[src/rtl/adc_spi_arbiter_if.sv]
// Bus between the AD4630 SPI arbiter and its surroundings.
// The arbiter uses the slave view; the sequencer, host and SPI master together use the master view.
interface adc_spi_arbiter_if;
  logic        i_rd_req;
  logic        o_rd_done;
  logic        i_cfg_req;
  logic [23:0] i_cfg_wdata;
  logic        o_cfg_done;
  logic [23:0] o_cfg_rdata;
  logic        o_cfg_busy;
  logic [31:0] i_cyc_remain;
  logic        o_spi_start;
  logic        o_spi_mode;
  logic [23:0] o_spi_tx_data;
  logic        i_spi_done;
  logic [23:0] i_spi_rx_data;
  logic        i_err_clr;
  logic        o_err_timeout;
  logic        o_err_overrun;
  logic [2:0]  o_state;

  modport slave (
    input  i_rd_req, i_cfg_req, i_cfg_wdata, i_cyc_remain,
    input  i_spi_done, i_spi_rx_data, i_err_clr,
    output o_rd_done, o_cfg_done, o_cfg_rdata, o_cfg_busy,
    output o_spi_start, o_spi_mode, o_spi_tx_data,
    output o_err_timeout, o_err_overrun, o_state
  );

  modport master (
    output i_rd_req, i_cfg_req, i_cfg_wdata, i_cyc_remain,
    output i_spi_done, i_spi_rx_data, i_err_clr,
    input  o_rd_done, o_cfg_done, o_cfg_rdata, o_cfg_busy,
    input  o_spi_start, o_spi_mode, o_spi_tx_data,
    input  o_err_timeout, o_err_overrun, o_state
  );
endinterface

[src/rtl/adc_spi_arbiter.sv]
// Shares one AD4630 SPI master between conversion reads (always first) and host config frames,
// with a settle gap on mode changes and a watchdog on every transfer.
module adc_spi_arbiter #(
  parameter int MODE_SETTLE = 4,
  parameter int CFG_GUARD   = 60,
  parameter int SPI_TIMEOUT = 1000
) (
  input  logic             i_clk,
  input  logic             i_rst,
  adc_spi_arbiter_if.slave bus
);
  localparam int CNT_MAX = (SPI_TIMEOUT > MODE_SETTLE) ? SPI_TIMEOUT : MODE_SETTLE;
  localparam int CNT_W   = $clog2(CNT_MAX + 1);

  typedef enum logic [2:0] {
    IDLE   = 3'd0,
    SETTLE = 3'd1,
    START  = 3'd2,
    WAIT   = 3'd3,
    DONE   = 3'd4
  } state_t;

  state_t            state_reg, state_next;
  logic              rd_pend_reg, rd_pend_next;
  logic              cfg_pend_reg, cfg_pend_next;
  logic [23:0]       cfg_word_reg, cfg_word_next;
  logic [23:0]       cfg_rdata_reg, cfg_rdata_next;
  logic              sel_cfg_reg, sel_cfg_next;
  logic              spi_mode_reg, spi_mode_next;
  logic [CNT_W-1:0]  cnt_reg, cnt_next;
  logic              err_timeout_reg, err_timeout_next;
  logic              err_overrun_reg, err_overrun_next;

  logic grant_rd, grant_cfg, cfg_busy, read_active, timeout_hit, settle_last;

  assign grant_rd    = (state_reg == IDLE) && rd_pend_reg;
  assign grant_cfg   = (state_reg == IDLE) && !rd_pend_reg && cfg_pend_reg &&
                       (bus.i_cyc_remain >= 32'(CFG_GUARD));
  assign cfg_busy    = cfg_pend_reg || (sel_cfg_reg && (state_reg != IDLE));
  assign read_active = !sel_cfg_reg &&
                       ((state_reg == SETTLE) || (state_reg == START) || (state_reg == WAIT));
  assign settle_last = (cnt_reg == CNT_W'(MODE_SETTLE - 1));
  assign timeout_hit = (state_reg == WAIT) && !bus.i_spi_done &&
                       (cnt_reg == CNT_W'(SPI_TIMEOUT - 1));

  // State register
  always_ff @(posedge i_clk or negedge i_rst) begin
    if (!i_rst) state_reg <= IDLE;
    else        state_reg <= state_next;
  end

  // Next-state logic; done has priority over the watchdog terminal count
  always_comb begin
    state_next = state_reg;
    case (state_reg)
      IDLE: begin
        if (grant_rd || grant_cfg)
          state_next = (grant_cfg != spi_mode_reg) ? SETTLE : START;
      end
      SETTLE:  if (settle_last) state_next = START;
      START:   state_next = WAIT;
      WAIT: begin
        if (bus.i_spi_done)   state_next = DONE;
        else if (timeout_hit) state_next = IDLE;
      end
      DONE:    state_next = IDLE;
      default: state_next = IDLE;
    endcase
  end

  // Outputs decoded from the current state
  always_comb begin
    bus.o_spi_start   = (state_reg == START);
    bus.o_rd_done     = (state_reg == DONE) && !sel_cfg_reg;
    bus.o_cfg_done    = (state_reg == DONE) && sel_cfg_reg;
    bus.o_spi_tx_data = (sel_cfg_reg && (state_reg != IDLE)) ? cfg_word_reg : 24'd0;
  end

  assign bus.o_state       = state_reg;
  assign bus.o_spi_mode    = spi_mode_reg;
  assign bus.o_cfg_busy    = cfg_busy;
  assign bus.o_cfg_rdata   = cfg_rdata_reg;
  assign bus.o_err_timeout = err_timeout_reg;
  assign bus.o_err_overrun = err_overrun_reg;

  always_comb begin
    rd_pend_next     = rd_pend_reg;
    cfg_pend_next    = cfg_pend_reg;
    cfg_word_next    = cfg_word_reg;
    cfg_rdata_next   = cfg_rdata_reg;
    sel_cfg_next     = sel_cfg_reg;
    spi_mode_next    = spi_mode_reg;
    cnt_next         = cnt_reg;
    err_timeout_next = err_timeout_reg;
    err_overrun_next = err_overrun_reg;

    if (grant_rd || grant_cfg) begin
      sel_cfg_next  = grant_cfg;
      spi_mode_next = grant_cfg;
      cnt_next      = '0;
    end
    if (grant_rd)  rd_pend_next  = 1'b0;
    if (grant_cfg) cfg_pend_next = 1'b0;

    // A read request on top of a pending or running read is merged, never queued twice
    if (bus.i_rd_req && !rd_pend_reg && !read_active) rd_pend_next = 1'b1;
    if (bus.i_cfg_req && !cfg_busy) begin
      cfg_pend_next = 1'b1;
      cfg_word_next = bus.i_cfg_wdata;
    end

    case (state_reg)
      SETTLE:  if (!settle_last) cnt_next = cnt_reg + 1'b1;
      START:   cnt_next = '0;
      WAIT: begin
        if (bus.i_spi_done) begin
          if (sel_cfg_reg) cfg_rdata_next = bus.i_spi_rx_data;
        end else if (!timeout_hit) begin
          cnt_next = cnt_reg + 1'b1;
        end
      end
      default: ;
    endcase

    if (bus.i_err_clr) begin
      err_timeout_next = 1'b0;
      err_overrun_next = 1'b0;
    end
    if (timeout_hit) err_timeout_next = 1'b1;
    if (bus.i_rd_req && (rd_pend_reg || read_active)) err_overrun_next = 1'b1;
  end

  always_ff @(posedge i_clk or negedge i_rst) begin
    if (!i_rst) begin
      rd_pend_reg     <= 1'b0;
      cfg_pend_reg    <= 1'b0;
      cfg_word_reg    <= 24'd0;
      cfg_rdata_reg   <= 24'd0;
      sel_cfg_reg     <= 1'b0;
      spi_mode_reg    <= 1'b0;
      cnt_reg         <= '0;
      err_timeout_reg <= 1'b0;
      err_overrun_reg <= 1'b0;
    end else begin
      rd_pend_reg     <= rd_pend_next;
      cfg_pend_reg    <= cfg_pend_next;
      cfg_word_reg    <= cfg_word_next;
      cfg_rdata_reg   <= cfg_rdata_next;
      sel_cfg_reg     <= sel_cfg_next;
      spi_mode_reg    <= spi_mode_next;
      cnt_reg         <= cnt_next;
      err_timeout_reg <= err_timeout_next;
      err_overrun_reg <= err_overrun_next;
    end
  end
endmodule

[src/flat_wrapper.sv]
// flat-port wrapper written by rule: the top's interface ports become plain ports
module adc_spi_arbiter_flat 
#(
  parameter int MODE_SETTLE = 4,
  parameter int CFG_GUARD   = 60,
  parameter int SPI_TIMEOUT = 1000
)
  (i_clk, i_rst, bus_i_rd_req, bus_i_cfg_req, bus_i_cfg_wdata, bus_i_cyc_remain, bus_i_spi_done, bus_i_spi_rx_data, bus_i_err_clr, bus_o_rd_done, bus_o_cfg_done, bus_o_cfg_rdata, bus_o_cfg_busy, bus_o_spi_start, bus_o_spi_mode, bus_o_spi_tx_data, bus_o_err_timeout, bus_o_err_overrun, bus_o_state);
  adc_spi_arbiter_if bus_i ();
  input  logic i_clk;
  input  logic i_rst;
  input wire logic [$bits(bus_i.i_rd_req)-1:0] bus_i_rd_req;
  input wire logic [$bits(bus_i.i_cfg_req)-1:0] bus_i_cfg_req;
  input wire logic [$bits(bus_i.i_cfg_wdata)-1:0] bus_i_cfg_wdata;
  input wire logic [$bits(bus_i.i_cyc_remain)-1:0] bus_i_cyc_remain;
  input wire logic [$bits(bus_i.i_spi_done)-1:0] bus_i_spi_done;
  input wire logic [$bits(bus_i.i_spi_rx_data)-1:0] bus_i_spi_rx_data;
  input wire logic [$bits(bus_i.i_err_clr)-1:0] bus_i_err_clr;
  output wire logic [$bits(bus_i.o_rd_done)-1:0] bus_o_rd_done;
  output wire logic [$bits(bus_i.o_cfg_done)-1:0] bus_o_cfg_done;
  output wire logic [$bits(bus_i.o_cfg_rdata)-1:0] bus_o_cfg_rdata;
  output wire logic [$bits(bus_i.o_cfg_busy)-1:0] bus_o_cfg_busy;
  output wire logic [$bits(bus_i.o_spi_start)-1:0] bus_o_spi_start;
  output wire logic [$bits(bus_i.o_spi_mode)-1:0] bus_o_spi_mode;
  output wire logic [$bits(bus_i.o_spi_tx_data)-1:0] bus_o_spi_tx_data;
  output wire logic [$bits(bus_i.o_err_timeout)-1:0] bus_o_err_timeout;
  output wire logic [$bits(bus_i.o_err_overrun)-1:0] bus_o_err_overrun;
  output wire logic [$bits(bus_i.o_state)-1:0] bus_o_state;
  assign bus_i.i_rd_req = bus_i_rd_req;
  assign bus_i.i_cfg_req = bus_i_cfg_req;
  assign bus_i.i_cfg_wdata = bus_i_cfg_wdata;
  assign bus_i.i_cyc_remain = bus_i_cyc_remain;
  assign bus_i.i_spi_done = bus_i_spi_done;
  assign bus_i.i_spi_rx_data = bus_i_spi_rx_data;
  assign bus_i.i_err_clr = bus_i_err_clr;
  assign bus_o_rd_done = bus_i.o_rd_done;
  assign bus_o_cfg_done = bus_i.o_cfg_done;
  assign bus_o_cfg_rdata = bus_i.o_cfg_rdata;
  assign bus_o_cfg_busy = bus_i.o_cfg_busy;
  assign bus_o_spi_start = bus_i.o_spi_start;
  assign bus_o_spi_mode = bus_i.o_spi_mode;
  assign bus_o_spi_tx_data = bus_i.o_spi_tx_data;
  assign bus_o_err_timeout = bus_i.o_err_timeout;
  assign bus_o_err_overrun = bus_i.o_err_overrun;
  assign bus_o_state = bus_i.o_state;
  adc_spi_arbiter #(.MODE_SETTLE(MODE_SETTLE), .CFG_GUARD(CFG_GUARD), .SPI_TIMEOUT(SPI_TIMEOUT)) u_core (.i_clk(i_clk), .i_rst(i_rst), .bus(bus_i));
endmodule
[config.mk]
export PLATFORM = sky130hd
export DESIGN_NAME = adc_spi_arbiter_flat
export DESIGN_NICKNAME = d
export VERILOG_FILES = /design/src/rtl/adc_spi_arbiter_if.sv /design/src/rtl/adc_spi_arbiter.sv /design/src/flat_wrapper.sv
export SDC_FILE = /design/constraint.sdc
export NUM_CORES = 1
export LEC_CHECK = 0
export BUFFER_PORTS_ARGS = -buffer_cell sky130_fd_sc_hd__buf_2
export CORE_ASPECT_RATIO = 1.5
export CORE_MARGIN = 2
export CORE_UTILIZATION = 51
export DETAILED_ROUTE_END_ITERATION = 6
export PLACE_DENSITY = 0.86
export SLEW_MARGIN = 5
export SYNTH_ARGS = -nofsm -noshare
export SYNTH_HDL_FRONTEND = slang
export SYNTH_SLANG_ARGS = --single-unit
[constraint.sdc]
create_clock -name i_clk -period 4.3 [get_ports i_clk]
set_input_delay 0.215 -clock i_clk [delete_from_list [all_inputs] [get_ports i_clk]]
set_output_delay 0.215 -clock i_clk [all_outputs]
set_load 0.01 [all_outputs]
== Word level (Yosys, flattened, before mapping) ==
Index checks and enable logic that the tools add are counted.

* Bits in registers: 66
* Bits of input ports: 86
* Output and inout port bits: 58
* Logic and storage cells: 72

* Add/sub/neg operators: 1
* Order comparisons: 1
* Eq/ne operators: 10
* Muxes and demuxes: 19
* Reductions and logical operators: 32

{| class="wikitable"
|+ Operators with widths
! kind !! number
|-
| $mux W10 || 4
|-
| $ge A32 B6 Y1 const B || 1
|-
| $pmux W10 S3 || 1
|-
| $mux W24 || 1
|-
| $logic_and A1 B1 Y1 || 14
|-
| $mux W3 || 4
|-
| $pmux W3 S4 || 1
|-
| $add A10 B1 Y10 const B || 1
|-
| $eq A10 B10 Y1 const B || 1
|-
| $eq A10 B2 Y1 const B || 1
|-
| $reduce_bool A2 Y1 || 4
|-
| $mux W1 || 7
|-
| $eq A3 B2 Y1 const B || 2
|-
| $reduce_and A3 Y1 || 2
|-
| $logic_not A1 Y1 || 5
|-
| $logic_or A1 B1 Y1 || 5
|-
| $eq A3 B1 Y1 const B || 1
|-
| $eq A3 B3 Y1 const B || 1
|-
| $logic_not A3 Y1 || 1
|-
| $ne A3 B2 Y1 const B || 1
|-
| $reduce_bool A3 Y1 || 1
|-
| $mux W2 || 1
|-
| $ne A2 B1 Y1 const B || 1
|-
| $ne A2 B2 Y1 const B || 1
|-
| $ne A1 B1 Y1 || 1
|}

== Logic depth before layout (Yosys ltp) ==
Gate-level depths: netlist (run 1).

* Depth in word-level cells: 9
* Gate-level depth with buffers: 8
* Mapped depth without buffers: 6

== Worst setup path before layout (run 1) ==
Ideal clock, no wire load.

* Path kind: register to register
* From: register u_core.state_reg[1], in the netlist u_core.bus.o_state[1]
* To: register u_core.cfg_word_reg[0]
* Library setup time: 0.125 ns
* Arrival: 1.816 ns
* Data required time: 4.175 ns
* Path slack: 2.359 ns
* Cell stages (with the launch flop): 9
* Path buffers: 3
* Period minus slack after synthesis: 1.941 ns
* Path through: dfrtp_1 -> buf_6 -> or3_1 -> buf_6 -> and2_4 -> nor2_4 -> nand2_4 -> buf_6 -> mux2_4

* Word-level cells in the longest chain between the ends: 5

{| class="wikitable"
|+ Ends and longest elaborated chain
! element !! line !! RTL
|-
| start, declared || adc_spi_arbiter.sv:23 || <nowiki>state_t state_reg, state_next;</nowiki>
|-
| start signal, assigned || adc_spi_arbiter.sv:49 || <nowiki>else state_reg <= state_next;</nowiki>
|-
| $reduce_bool A3 Y1 || adc_spi_arbiter.sv:39 || <nowiki>assign cfg_busy = cfg_pend_reg || (sel_cfg_reg && (state_reg != IDLE));</nowiki>
|-
| $logic_and A1 B1 Y1 || adc_spi_arbiter.sv:39 ||
|-
| $logic_or A1 B1 Y1 || adc_spi_arbiter.sv:39 ||
|-
| $logic_not A1 Y1 || adc_spi_arbiter.sv:107 || <nowiki>if (bus.i_cfg_req && !cfg_busy) begin</nowiki>
|-
| $logic_and A1 B1 Y1 || adc_spi_arbiter.sv:107 ||
|-
| end signal, assigned || adc_spi_arbiter.sv:147 || <nowiki>cfg_word_reg <= cfg_word_next;</nowiki>
|-
| end, declared || adc_spi_arbiter.sv:26 || <nowiki>logic [23:0] cfg_word_reg, cfg_word_next;</nowiki>
|}

No other way between the ends.
A chain may end at the register's enable or synchronous reset.

== Worst setup path in the final report (run 1) ==
* From: register u_core.state_reg[2], in the netlist u_core.bus.o_state[2]
* To: register u_core.cfg_word_reg[5]

Same word-level chain as after synthesis.

==> results.yml, run 1 <==
global_route:
  grt_pass1_vias: 2606
  met3_usage: 0.0303
  met2_usage: 0.409
  antenna_found_initial: 0
  grt_util_all_layers: 0.228
  overflow: 0
  grt_pass1_wl_mm: 11.8
  use_met1: 0.257
  grt_most_used_layer: "met2"
  grt_start_max_net_pins: 67
route:
  vias_per_cell: 5.44
  wl_per_cell_um: 15.3
  routed_wl_mm: 7.38
  post-route-drc-count: 0
  drt_first_pass_iters: 6
  drtIter0Drc: 147
  detail-route-antenna-nets: 0
  via_count: 2623
floorplanning:
  num_io_pins: 144
  rows: 35
  dieArea_um2: 6850
  die_w_um: 68.2
  die_y_um: 100
  start_util: 0.522
  coreArea_um2: 6040
place:
  gp_congestion: 0.850
  dpl.hpwl_mm: 5.31
  pre_cts_slack_ps: 1830
  portBuffers: 141
  placed_area_um2: 3880
  dp.cells: 467
clock_network:
  cts_tree: "built"
  cts_resized: 0
  clkTransAtPathRegs_ps: 70
  clk_latency_ps: 340
  clockBufferDepth: 2
  cts_hold_buf: 0
  cts_inserted_buffers: 9
  cts_sinks: 66
  cts_setup_buffers: 0
  clock-root-buffer: "clkbuf_8"
  h-tree-depth: 3
timing:
  report.final.hold_viol_count: 0
  tightest_slew_ps: 998
  holdWs_ps: 55.9
  rsz0062_at_grt: "false"
  setup_ws_ps: 1810
  finalSetupViolations: 0
  post-route-period-util: 0.578
  fin_tns_setup_ps: 0
  fmax_mhz: 402
  finalMaxSlewViolations: 0
  min_period_ps: 2490
  timing.slew.headroom: 0.333
  skew_ps: 10.4
synthesis:
  async_reset_ff_frac: 1.00
  synthesis.area_um2: 3160
  synth-edff-count: 0
  syn_avg_cell_area_um2: 11.9
  syn_nets: 352
  yosys_warnings: 0
  synth_seq_area_share: 0.523
  synth_cell_types: 43
  yosys_register_bits: 66
  synthCells: 265
  synth_top_flop_cell: "dfrtp_1"
power_and_ir_drop:
  internal_power_w: 0.00187
  ir_worst_vdd_mv: 0.458
  switching_share: 0.351
  p_leak_nw: 2.16
  power.switching_w: 0.00101
  power_frac_seq: 0.373
  combPwrFrac: 0.430
  p_per_area_nw_per_um2: 703
  clockPowerShare: 0.197
final_layout:
  stdcell_area_um2: 4100
  fin_cells: 482
  fillers: 467
  drive_gt1_frac: 0.517
  nNetsFinal: 491
  syn_to_final_growth_pct: 29.8
  final_cell_mix: "buf_2 (141), dfrtp_1 (66), mux2_2 (29), and3_1 (26), mux2_4 (19)"
  diodes: 0
  layout_commonest_cell: "buf_2"
flow_run:
  maxCapViolCount: 0
critical_path:
  worst_setup_path_end_kind: "register"
  crit_path_max_fanout: 28
  cp_data_arrival_time_ps: 2700
  startpoint_type: "register"
  crit_type: "reg -> reg"
  cp_data_required_time_ps: 4520
run_status:
  status: "finished clean"
min_path:
  hold_class: "in -> async"
[layout make-up]
class,count,area (um2),share of cell area
Multi-Input combinational cell,174,1380,0.336
Timing Repair Buffer,143,721,0.176
Tap cell,74,92.6,0.0226
Clock buffer,11,141,0.0345
Clock inverter,4,76.3,0.0186
Sequential cell,66,1650,0.403
Inverter,10,37.5,0.00916
[final timing paths]
path | start | to | slack (ps) | cells past startpoint
max in group asynchronous | i_rst | u_core.bus.o_err_timeout | 3720 | 2
hold reg to reg | u_core.cfg_word_reg[17] | u_core.cfg_word_reg[17] | 500 | 1
setup reg to reg | u_core.bus.o_state[2] | u_core.cfg_word_reg[5] | 1810 | 5
setup / recovery | u_core.bus.o_state[2] | u_core.cfg_word_reg[5] | 1810 | 5
hold / removal | i_rst | u_core.bus.o_cfg_rdata[8] | 60 | 2
min in group i_clk | bus_i_err_clr | u_core.bus.o_err_timeout | 90 | 2
[through the flow]
stage | power (W) | util
2_1_floorplan | 0.00191 | -
3_3_place_gp | 0.00227 | 0.642
3_5_place_dp | 0.00233 | 0.642
4_1_cts | 0.00291 | 0.678
5_1_grt | 0.00307 | 0.678
6_report | 0.00288 | 0.678
[layer usage]
layer / part of all wire / vias up
met5: 0 / -
met4: 0.023 / 0
met3: 0.043 / 19
met2: 0.55 / 99
met1: 0.38 / 1266
li1: - / 1239
[cells in the mapped netlist (2+ instances only)]
master / n / share of area
a21oi_1: 4 / 0.0063
and3_1: 26 / 0.052
buf_2: 2 / 0.0032
buf_6: 4 / 0.014
clkbuf_1: 9 / 0.011
dfrtp_1: 66 / 0.52
inv_1: 10 / 0.012
mux2_2: 29 / 0.10
mux2_4: 19 / 0.090
nand2_1: 18 / 0.021
nand3_1: 8 / 0.013
nand4_1: 6 / 0.012
nor2_1: 8 / 0.0095
nor3_1: 3 / 0.0048
nor4_1: 7 / 0.014
o211ai_1: 3 / 0.0071
o21ai_0: 8 / 0.013
o221ai_1: 3 / 0.0083
or3_1: 8 / 0.016
[cells by family after synthesis]
kind of cell	share of synthesized area
AO/OA/AOI/OAI	0.0614
XOR/XNOR	0.00555
adder cells (fa/ha/maj)	0.00396
buffers and inverters	0.0400
flip-flops	0.523
multiplexers	0.197
AND/OR/NAND/NOR	0.169
[critical path, stage by stage (launching register included)]
cell and delay, ps:
dfrtp_1 510, or3_1 770, and2_4 330, nor2_4 100, nand2_4 250, mux2_4 380
[power by group through the flow]
stage                     Sequential (W)  Clock (W)  Combinational [W]
after global placement           0.00106          0            0.00121
after detailed placement         0.00108          0            0.00125
final                            0.00107   0.000567            0.00124
after global routing             0.00111   0.000604            0.00136
after CTS                        0.00107   0.000579            0.00126
after floorplan                  0.00110          0           0.000818
No activity file was read; power rests on OpenSTA's default activity.
==> run 2: changes to the inputs <==
--- a/config.mk
+++ b/config.mk
@@ -8,9 +8,9 @@
 export BUFFER_PORTS_ARGS = -buffer_cell sky130_fd_sc_hd__buf_2
 export CORE_ASPECT_RATIO = 1.5
 export CORE_MARGIN = 2
-export CORE_UTILIZATION = 51
+export CORE_UTILIZATION = 47
 export DETAILED_ROUTE_END_ITERATION = 6
-export PLACE_DENSITY = 0.86
+export PLACE_DENSITY = 0.8
 export SLEW_MARGIN = 5
 export SYNTH_ARGS = -nofsm -noshare
 export SYNTH_HDL_FRONTEND = slang
==> constraint.sdc (replaced) <==
create_clock -name i_clk -period 2.5 [get_ports i_clk]
set_input_delay 0.125 -clock i_clk [delete_from_list [all_inputs] [get_ports i_clk]]
set_output_delay 0.125 -clock i_clk [all_outputs]
set_load 0.01 [all_outputs]
==> run 2 against run 1 <==
Against the previous run:
- worst setup slack worse by 1500 ps
- clock power rose by 80%
- critical endpoint is now u_core.cnt_reg[4]
- clock-buffer cell count is 1 lower
- clock skew is 2.6 ps higher
- highest routed layer unchanged
- critical path depth rose by 2
==> results.yml, run 2 (synthesized netlist as in run 1, its figures left out) <==
final_layout:
  drive_gt1_frac: 0.484
  layout_commonest_cell: "buf_2"
  final_cell_mix: "buf_2 (141), dfrtp_1 (66), dlygate4sd3_1 (36), mux2_2 (29), and3_1 (26)"
  final_util: 0.697
  fillers: 475
  layout.area.seq_um2: 1650
  multi_input_area_um2: 1380
  diodes: 0
  syn_to_final_growth_pct: 43.2
  nNetsFinal: 532
route:
  detail-route-antenna-nets: 0
  post-route-drc-count: 0
  wl_per_cell_um: 15.6
  drt_first_pass_iters: 4
  via_count: 2829
  vias_per_cell: 5.38
  routed_wl_mm: 8.22
  drtIter0Drc: 126
global_route:
  antenna_found_initial: 0
  grt_pass1_vias: 3018
  grt_pass1_wl_mm: 13.8
  grt_util_all_layers: 0.231
  overflow: 0
  grt_start_max_net_pins: 35
floorplanning:
  dieArea_um2: 7400
  die_w_um: 70.9
  num_io_pins: 144
  coreArea_um2: 6490
  rows: 36
  die_y_um: 104
  start_util: 0.487
min_path:
  whs_endpoint: "u_core.bus.o_cfg_rdata[15]"
  hold_start: "bus_i_spi_rx_data[15]"
  min_path_cells: 2
  hold_class: "in -> reg"
critical_path:
  reg2reg_depth: 7
  startpoint_type: "register"
  r2r-end: "u_core.cnt_reg[4]"
  crit_path_max_fanout: 12
  reg2reg_slack_ps: 270
  worst_setup_path_end_kind: "register"
  cp_data_arrival_time_ps: 2490
  crit_type: "reg -> reg"
  cp_data_required_time_ps: 2760
  reg2reg_from: "u_core.cnt_reg[0]"
timing:
  finalSetupViolations: 0
  setup_ws_ps: 269
  fmax_mhz: 448
  post-route-period-util: 0.892
  min_period_ps: 2230
  rsz0062_at_grt: "false"
  holdWs_ps: 15.9
  tightest_slew_ps: 750
  fin_tns_setup_ps: 0
  skew_ps: 13.1
  timing.slew.headroom: 0.500
  report.final.hold_viol_count: 0
  finalMaxSlewViolations: 0
place:
  gp_congestion: 0.821
  pre_cts_slack_ps: 268
  dpl.hpwl_mm: 5.39
  portBuffers: 141
power_and_ir_drop:
  p_per_area_nw_per_um2: 1130
  p_leak_nw: 2.34
  ir_worst_vdd_mv: 0.635
clock_network:
  h-tree-depth: 3
  cts_hold_buf: 36
  cts_setup_buffers: 0
  clockBufferDepth: 2
  clk_latency_ps: 350
  cts_sinks: 66
  cts_inserted_buffers: 9
  clkTransAtPathRegs_ps: 80
  cts_resized: 0
  clock-root-buffer: "clkbuf_8"
  cts_tree: "built"
flow_run:
  maxCapViolCount: 0
run_status:
  status: "finished clean"
==> run 2: worst max-delay path by stage <==
| stage | end | from | depth (start not counted) |
|---|---|---|---|
| floorplan | u_core.cfg_word_reg[0] | u_core.bus.o_state[1] | 8 |
| global placement | u_core.cnt_reg[4] | u_core.cnt_reg[0] | 7 |
| detailed placement | u_core.cnt_reg[4] | u_core.cnt_reg[0] | 7 |
| CTS | u_core.cnt_reg[4] | u_core.cnt_reg[0] | 7 |
| global route | u_core.cnt_reg[4] | u_core.cnt_reg[0] | 7 |
| finish | u_core.cnt_reg[4] | u_core.cnt_reg[0] | 7 |
==> run 2: power breakdown <==
group          internal [W]  total (W)  switching, W
Sequential          0.00154    0.00186      0.000323
Combinational       0.00117    0.00224       0.00106
Clock              0.000590    0.00102      0.000427
==> run 2: final cells by class <==
class,instances,share of cell area
inverter,10,0.00830
sequential,66,0.365
clock inverter,6,0.0197
clock buffer,10,0.0304
multi-input combinational,174,0.305
tap,76,0.0210
timing repair buffer,184,0.250
==> run 2: metal layers <==
layer | track usage | part of all wire
met3 | 0.0494 | 0.046
met5 | 0 | 0
met2 | 0.429 | 0.55
met1 | 0.251 | 0.38
met4 | 0.0876 | 0.022
==> run 2: worst max-delay path, stage by stage, from the launching register on <==
cell and delay, ps:
dfrtp_1 410, ha_1 280, nor4b_1 170, nand3_1 160, nand4_1 390, buf_4 310, or3_1 340, o211ai_1 80
==> run 2: through the flow <==
| step | area (um2) | power, W | instances |
|---|---|---|---|
| after detailed placement | 3930 | 0.00405 | 474 |
| after floorplan | 3160 | 0.00329 | 265 |
| after CTS | 4520 | 0.00513 | 526 |
| after global routing | 4520 | 0.00543 | 526 |
| final | 4520 | 0.00512 | 526 |
| after global placement | 3930 | 0.00397 | 474 |
==> run 3: changes to the inputs <==
--- a/config.mk
+++ b/config.mk
@@ -6,11 +6,13 @@
 export NUM_CORES = 1
 export LEC_CHECK = 0
 export BUFFER_PORTS_ARGS = -buffer_cell sky130_fd_sc_hd__buf_2
+export CELL_PAD_IN_SITES_DETAIL_PLACEMENT = 1
+export CELL_PAD_IN_SITES_GLOBAL_PLACEMENT = 1
 export CORE_ASPECT_RATIO = 1.5
 export CORE_MARGIN = 2
-export CORE_UTILIZATION = 47
+export CORE_UTILIZATION = 35
 export DETAILED_ROUTE_END_ITERATION = 6
-export PLACE_DENSITY = 0.8
+export PLACE_DENSITY_LB_ADDON = 0.1
 export SLEW_MARGIN = 5
 export SYNTH_ARGS = -nofsm -noshare
 export SYNTH_HDL_FRONTEND = slang
==> run 3 against run 2 <==
Against the previous run:
- first-iteration DRC count shrank 11%
- worst setup slack gained 280 ps
- sequential cell count is the same
- wire length grew 5.0%
- sequential share of layout area grew 1.5 points
- hold slack gained 2.1 ps
- clock skew shrank 6.6 ps
- total power grew 6.7%
- largest cell class unchanged
==> results.yml, run 3 (synthesized netlist as in run 1, its figures left out) <==
run_status:
  status: "finished clean"
critical_path:
  crit_type: "reg -> reg"
  startpoint_type: "register"
  cp_data_arrival_time_ps: 2190
  cp_data_required_time_ps: 2740
  crit_path_max_fanout: 8
  worst_setup_path_end_kind: "register"
timing:
  report.final.hold_viol_count: 0
  post-route-period-util: 0.779
  min_period_ps: 1950
  rsz0062_at_grt: "false"
  fin_tns_setup_ps: 0
  tightest_slew_ps: 675
  skew_ps: 6.43
  fmax_mhz: 513
  finalMaxSlewViolations: 0
  finalSetupViolations: 0
  timing.slew.headroom: 0.550
clock_network:
  clkTransAtPathRegs_ps: 60
  clk_latency_ps: 330
  clock-root-buffer: "clkbuf_16"
  h-tree-depth: 3
  cts_sinks: 66
  cts_setup_buffers: 0
  clockBufferDepth: 2
  cts_inserted_buffers: 9
  cts_tree: "built"
route:
  top_layer_used: "met4"
  wl_met2_mm: 4.68
  vias_per_cell: 5.10
  wl_met3_um: 497
  wl_met1_mm: 3.31
  drtIter0Drc: 112
  routed_wl_mm: 8.63
  detail-route-antenna-nets: 0
  post-route-drc-count: 0
  wl_per_cell_um: 16.3
  via_count: 2700
  drt_first_pass_iters: 4
floorplanning:
  rows: 42
  coreArea_um2: 8780
  dieArea_um2: 9810
  die_y_um: 120
  start_util: 0.360
  die_w_um: 81.5
  num_io_pins: 144
global_route:
  grt_start_max_net_pins: 40
  overflow: 0
  antenna_found_initial: 0
  grt_pass1_wl_mm: 14.2
  grt_pass1_vias: 2899
  grt_util_all_layers: 0.191
final_layout:
  stdcell_area_um2: 4340
  layout_commonest_cell: "buf_2"
  drive_gt1_frac: 0.525
  nNetsFinal: 501
  final_cell_mix: "buf_2 (141), dfrtp_1 (66), mux2_2 (29), and3_1 (26), mux2_4 (19)"
  syn_to_final_growth_pct: 37.4
  fin_cells: 529
  diodes: 0
place:
  dpl.hpwl_mm: 6.36
  dp.cells: 511
  gp_congestion: 0.774
  portBuffers: 141
  placed_area_um2: 4000
power_and_ir_drop:
  switching_share: 0.343
  ir_worst_vdd_mv: 0.580
  p_per_area_nw_per_um2: 1260
  power.switching_w: 0.00187
  internal_power_w: 0.00359
  combPwrFrac: 0.423
  clockPowerShare: 0.247
  power_frac_seq: 0.330
  p_leak_nw: 2.26
min_path:
  hold_class: "in -> reg"
flow_run:
  maxCapViolCount: 0
-- run 3: changes by cell type in the layout (fill, tap and decap cells not counted), sizes merged --
cell | before | now
clkinvlp | 2 | 1
buf | 148 | 151
dlygate4sd3 | 36 | 2
clkinv | 1 | 2
-- run 3: critical path: stages, from the launching register on --
cell	delay (ps)
dfrtp_1	400
ha_1	280
nor4b_1	170
nand3_1	170
nand4_1	190
buf_4	210
or3_1	340
o211ai_1	100
-- run 3: power groups by stage --
stage | logic [W] | registers (W) | clock network [W]
after floorplan | 0.00141 | 0.00188 | 0
after global placement | 0.00230 | 0.00178 | 0
after detailed placement | 0.00235 | 0.00181 | 0
after CTS | 0.00236 | 0.00180 | 0.00139
after global routing | 0.00254 | 0.00187 | 0.00143
final | 0.00231 | 0.00180 | 0.00135
-- run 3: area by class of cell --
cell class / count / area, um2
Clock buffer: 10 / 229
Tap cell: 110 / 138
Inverter: 10 / 37.5
Timing Repair Buffer: 153 / 813
Clock inverter: 6 / 90.1
Multi-Input combinational cell: 174 / 1380
Sequential cell: 66 / 1650
Fill cell: 1017 / 4440
-- run 3: final timing paths --
kind / end / slack (ps) / depth (start not counted) / start
min reg2reg: u_core.cfg_word_reg[18] / 490 / 1 / u_core.cfg_word_reg[18]
max: u_core.cnt_reg[6] / 550 / 7 / u_core.cnt_reg[0]
max in group asynchronous: u_core.cfg_pend_reg / 1480 / 3 / i_rst
min in group asynchronous: u_core.bus.o_cfg_rdata[3] / 370 / 2 / i_rst
min: u_core.cfg_word_reg[7] / 20 / 2 / bus_i_cfg_wdata[7]
max reg2reg: u_core.cnt_reg[6] / 550 / 7 / u_core.cnt_reg[0]
-- run 3: stage by stage --
stage	utilization	hold slack (ps)	power [W]	worst slack (ps)
3_3_place_gp	0.456	209	0.00409	557
4_1_cts	0.494	0.756	0.00556	549
6_report	0.494	18.0	0.00546	552
2_1_floorplan	-	-171	0.00329	559
3_5_place_dp	0.456	213	0.00416	554
5_1_grt	0.494	3.62	0.00584	421
-- run 3: metal layers --
layer,vias up,global-route usage
li1,1261,-
met1,1351,0.213
met2,77,0.338
met3,11,0.0560
met4,0,0.0636
met5,-,0
-- run 3: repair_timing --
action                    4_1_cts  5_1_grt
resized for setup               0        0
hold endpoints to repair       29        0
hold buffers                    2        0
